File: src/rtl/bram_stream_reader.sv
// bram_stream_reader: sequential BRAM reader presenting words as a valid/ready stream; optional RD_STRIDE_EN adds stride_i
module bram_stream_reader #(
  parameter int DWIDTH = 16,
  parameter int AWIDTH = 12,
  parameter int LWIDTH = 13
) (
  input  logic              clk,
  input  logic              rst,
  input  logic              start_i,
  input  logic [AWIDTH-1:0] base_i,
  input  logic [LWIDTH-1:0] len_i,
`ifdef RD_STRIDE_EN
  input  logic [AWIDTH-1:0] stride_i,
`endif
  output logic              busy_o,
  output logic              done_o,
  output logic [AWIDTH-1:0] bram_addr_o,
  output logic              bram_ce_o,
  output logic              bram_we_o,
  input  logic [DWIDTH-1:0] bram_q_i,
  output logic [DWIDTH-1:0] data_o,
  output logic              valid_o,
  input  logic              ready_i,
  output logic              last_o
);
  typedef enum logic [1:0] {IDLE, READ, DRAIN, DONE} state_t;
  state_t r_state, w_next;
  logic [AWIDTH-1:0] r_addr, w_stride;
  logic [LWIDTH-1:0] r_idx, r_len;
  logic r_inflight, r_inflight_last;
  logic [DWIDTH-1:0] r_mem [2];
  logic [1:0] r_tag, r_count;
  logic r_rd, r_wr;
  logic w_pop, w_issue, w_final, w_start;
  logic [2:0] w_occ;
  assign w_start = (r_state == IDLE) && start_i;
  assign w_pop = valid_o & ready_i;
  assign w_occ = {1'b0, r_count} + {2'b0, r_inflight} - {2'b0, w_pop};
  assign w_issue = (r_state == READ) && (w_occ <= 3'd1);
  assign w_final = r_idx == r_len - 1'b1;
`ifdef RD_STRIDE_EN
  logic [AWIDTH-1:0] r_stride;
  // latch the stride alongside base and length
  always_ff @(posedge clk) begin
    if (rst) r_stride <= '0;
    else if (w_start) r_stride <= stride_i;
  end
  assign w_stride = r_stride;
`else
  assign w_stride = {{(AWIDTH-1){1'b0}}, 1'b1};
`endif
  // state register
  always_ff @(posedge clk) begin
    if (rst) r_state <= IDLE;
    else r_state <= w_next;
  end
  // next state: drain ends on the pop that empties the FIFO so done follows the last handshake directly
  always_comb begin
    w_next = r_state;
    unique case (r_state)
      IDLE:  if (start_i) w_next = (len_i == '0) ? DONE : READ;
      READ:  if (w_issue && w_final) w_next = DRAIN;
      DRAIN: if (!r_inflight && (r_count == 2'd0 || (r_count == 2'd1 && w_pop))) w_next = DONE;
      DONE:  w_next = IDLE;
    endcase
  end
  // FSM-derived outputs
  always_comb begin
    busy_o = r_state != IDLE;
    done_o = r_state == DONE;
    bram_ce_o = w_issue;
    bram_we_o = 1'b0;
    bram_addr_o = r_addr;
    valid_o = r_count != 2'd0;
    data_o = r_mem[r_rd];
    last_o = valid_o & r_tag[r_rd];
  end
  // address accumulator and word index; the address stays on the final issued word
  always_ff @(posedge clk) begin
    if (rst) begin
      r_addr <= '0;
      r_idx <= '0;
      r_len <= '0;
      r_inflight <= 1'b0;
      r_inflight_last <= 1'b0;
    end else begin
      r_inflight <= w_issue;
      r_inflight_last <= w_issue & w_final;
      if (w_start) begin
        r_addr <= base_i;
        r_len <= len_i;
        r_idx <= '0;
      end else if (w_issue) begin
        r_idx <= r_idx + 1'b1;
        if (!w_final) r_addr <= r_addr + w_stride;
      end
    end
  end
  // 2-entry FIFO capturing BRAM data the cycle after each issue
  always_ff @(posedge clk) begin
    if (rst) begin
      r_mem[0] <= '0;
      r_mem[1] <= '0;
      r_tag <= '0;
      r_rd <= 1'b0;
      r_wr <= 1'b0;
      r_count <= '0;
    end else begin
      if (r_inflight) begin
        r_mem[r_wr] <= bram_q_i;
        r_tag[r_wr] <= r_inflight_last;
        r_wr <= ~r_wr;
      end
      if (w_pop) r_rd <= ~r_rd;
      r_count <= r_count + {1'b0, r_inflight} - {1'b0, w_pop};
    end
  end
endmodule
File: config.mk
export PLATFORM = sky130hd
export DESIGN_NAME = bram_stream_reader
export DESIGN_NICKNAME = d
export VERILOG_FILES = /design/src/rtl/bram_stream_reader.sv
export SDC_FILE = /design/constraint.sdc
export NUM_CORES = 1
export LEC_CHECK = 0
export CAP_MARGIN = 25
export CORE_MARGIN = 2
export CORE_UTILIZATION = 38
export CTS_CLUSTER_DIAMETER = 50
export CTS_CLUSTER_SIZE = 24
export DETAILED_ROUTE_END_ITERATION = 16
export HOLD_SLACK_MARGIN = 0.1
export PLACE_DENSITY_LB_ADDON = 0.12
export SLEW_MARGIN = 20
export SYNTH_ARGS = -nofsm -noshare
export SYNTH_HDL_FRONTEND = slang
export SYNTH_SLANG_ARGS = --single-unit
File: constraint.sdc
create_clock -name clk -period 4.3 [get_ports clk]
set_clock_uncertainty 0.05 [all_clocks]
set_input_delay 1.075 -clock clk [delete_from_list [all_inputs] [get_ports clk]]
set_output_delay 1.075 -clock clk [all_outputs]
set_load 0.02 [all_outputs]
==> results.toml <==
[global_routing]
grt_pass1_vias = 3290
globalRouteTotalUtil_pct = 16.9
grt_max_degree = 25
grt_overflow_total = 0
antenna_found_initial = 0
grt_first_pass_wirelength_um = 15900

[synth]
synthFlopType = "dfxtp_1"
syn_nets = 493
syn_avg_cell_area_um2 = 9.66
synth_seq_cells = 81
syn-cell-area_um2 = 4220
yosysWarnings = 0
ys_seq_area_share_pct = 46.0
yosysTopAreaCellShare_pct = 23.2
synth.area.top_cells = "dfxtp_1 23%, edfxtp_1 23%, and2_1 5.0%"
synthCells = 437
ys_types = 59
synthArstFlopShare_pct = 0
synth_enable_flop_cells = 32
synth.largest_area_cell = "dfxtp_1"

[floorplanning]
dieArea_um2 = 12000
num_rows = 38
io_pins = 79
core_um2 = 10800
dieHeight_um = 109
start_util_pct = 38.9
fp.dieW_um = 109

[setup_path]
crit_slowest_cell = "fa_1"
cp_slowest_stage_delay_ns = 0.45
worstSetupPathType = "primary input to primary output"
cpLargestDelayFamily = "adder cells"
cp_cell_sequence = "clkdlybuf4s50_1 -> and2_1 -> ha_1 -> inv_1 -> ha_1 -> fa_1 -> nand3b_1 -> inv_2 -> buf_4"
crit_arrival_ns = 3.04
startpoint_type = "primary input"
cp-end-kind = "primary output"
path_common_cell = "ha_1"
critPathBufInv = 4
required_ns = 3.17
crit_fanout = 2

[clock_network]
worstSkewPairLatency_ns = 0.35
cts_sinks = 81
numCtsBuffers = 9
clockRootBuffer = "clkbuf_8"
clk_pin_slew_worst_paths_ns = 0.08
cts_tree = "yes"
cts_max_path_buffers = 2
h-tree-depth = 3

[hold_path]
holdCritPathClass = "flip-flop to flip-flop"

[drt]
wl_per_cell_um = 14.9
drt_iter0_markers = 118
via_per_inst = 5.15
wl_um = 9720
firstDrtPassIters = 4
drc_errors = 0
ant_nets = 0
via_count = 3366

[cells_and_area]
design_area_um2 = 5320
fillCellCount = 1037
area.growth.synth_to_final_pct = 26.0
utilization_pct = 49.1
n_antenna_cell = 0
final_common_cell = "clkdlybuf4s50_1"
fin_nets = 564
drive_gt1_share_pct = 12.5
final_cell_mix = "76 x clkdlybuf4s50_1, 52 x nand2_1, 49 x dfxtp_1, 37 x nor2_1, 34 x and2_1"

[placed_design]
portBuffers = 77
pre_cts_slack_ns = -0.362
dpl.hpwl_um = 6940
gp_congestion = 0.821
post_dp_cell_area_um2 = 5090

[timing]
setup_tns_ns = 0
setup_ws_ns = 0.130
setup_violations = 0
fin_hold_ws_ns = 0.439
slew_viol_final = 0
period_share_pct = 97.0
rsz0062_at_grt = "no"
worst_pin_slew_ns = 0.789
fmax_mhz = 240
slew_headroom_pct = 47.3
finalCriticalPeriod_ns = 4.17
hold_viol_final = 0

[power_and_ir_drop]
powerDensity_nw_per_um2 = 555
max-vdd-ir-drop_v = 0.000222
p_leak_nw = 1.95

[job]
maxCapViolCount = 0

[outcome]
outcome = "completed"
## report_power, final
group / switching (W) / leakage, nW / internal [W]
sequential: 0.000145 / 0.732 / 0.000941
combinational: 0.000657 / 1.11 / 0.000580
clock: 0.000294 / 0.107 / 0.000333
total: 0.00110 / 1.95 / 0.00185
## final timing paths
check | startpoint | to | slack (ns) | cells after the start
worst min-delay path | r_tag[0] | r_tag[0] | 0.44 | 2
worst min register to register | r_tag[0] | r_tag[0] | 0.44 | 2
worst max register to register | r_count[1] | r_idx[9] | 1.05 | 15
worst max-delay path | ready_i | bram_ce_o | 0.13 | 9
## metal layers
metal  part of all wire, %  track usage (%)
met4                   1.1             5.61
met5                     0                0
met1                    47             22.1
met2                    46             28.3
met3                   5.0             3.02
## stage by stage
stage | std cells | total power (W)
2_1_floorplan | 437 | 0.00190
3_3_place_gp | 637 | 0.00233
3_5_place_dp | 637 | 0.00235
4_1_cts | 653 | 0.00298
5_1_grt | 653 | 0.00315
6_report | 653 | 0.00295
## kinds of logic after synthesis
logic type                 Yosys count  share of synthesized area [%]
AOI/OAI and AO/OA                   67                           11.3
xor gates and xnor gates            27                           5.60
adders and majority gates           11                           3.44
buffers and inverters               40                           4.48
DFF                                 81                           46.0
muxes                               17                           4.50
other                                1                         0.0888
and+or+nand+nor                    193                           24.6
## Yosys cell counts, types with 2 or more instances
| master | count |
|---|---|
| a211oi_1 | 2 |
| a211oi_2 | 2 |
| a21o_1 | 3 |
| a21oi_1 | 17 |
| a311oi_1 | 9 |
| a31oi_1 | 3 |
| a41oi_1 | 2 |
| and2_1 | 34 |
| and3_1 | 7 |
| buf_1 | 2 |
| buf_2 | 2 |
| buf_6 | 2 |
| clkbuf_1 | 16 |
| dfxtp_1 | 49 |
| edfxtp_1 | 32 |
| ha_1 | 10 |
| inv_1 | 15 |
| mux2_2 | 16 |
| nand2_1 | 52 |
| nand3_1 | 8 |
| nand3b_1 | 2 |
| nand4_1 | 9 |
| nor2_1 | 37 |
| nor2b_1 | 3 |
| nor3_1 | 8 |
| nor3_2 | 3 |
| nor3b_1 | 4 |
| nor4_1 | 9 |
| o21ai_0 | 15 |
| o21bai_1 | 2 |
| or3_1 | 3 |
| or3_2 | 5 |
| or4_4 | 3 |
| xnor2_1 | 11 |
| xor2_1 | 16 |
## state kept, by name (all words and copies together), names as in the netlist, named ones only
name             cells
r_count              2
r_state              2
r_tag                2
r_idx               13
r_mem               32
r_inflight           1
r_wr                 1
r_inflight_last      1
r_len               13
bram_addr_o         12
r_rd                 1
## layout make-up
type	instances	area, µm²	area share [%]
clock buffers	9	124	2.33
clock inverters	7	101	1.91
inverters	15	56.3	1.06
multi-input cells	316	2090	39.3
flip-flops and latches	81	1940	36.5
well taps	140	175	3.29
repair buffers	85	828	15.6
## worst register-to-register path, cell delays in order (launching register included)
cell and delay, ns:
dfxtp_1 0.35, inv_1 0.12, nand2_1 0.09, and2_1 0.18, ha_1 0.27, inv_1 0.04, ha_1 0.18, fa_1 0.45
nand3b_1 0.21, inv_2 0.10, buf_4 0.23, nand4_1 0.24, nor2_1 0.28, nand3_1 0.13, xnor2_1 0.15, nor2_1 0.05
## timing repair
item	CTS	global route
setup endpoints to repair	1	1
gates resized for setup	4	2
setup buffers	0	0
hold buffers	0	0
(Power assumes the default switching activity.)
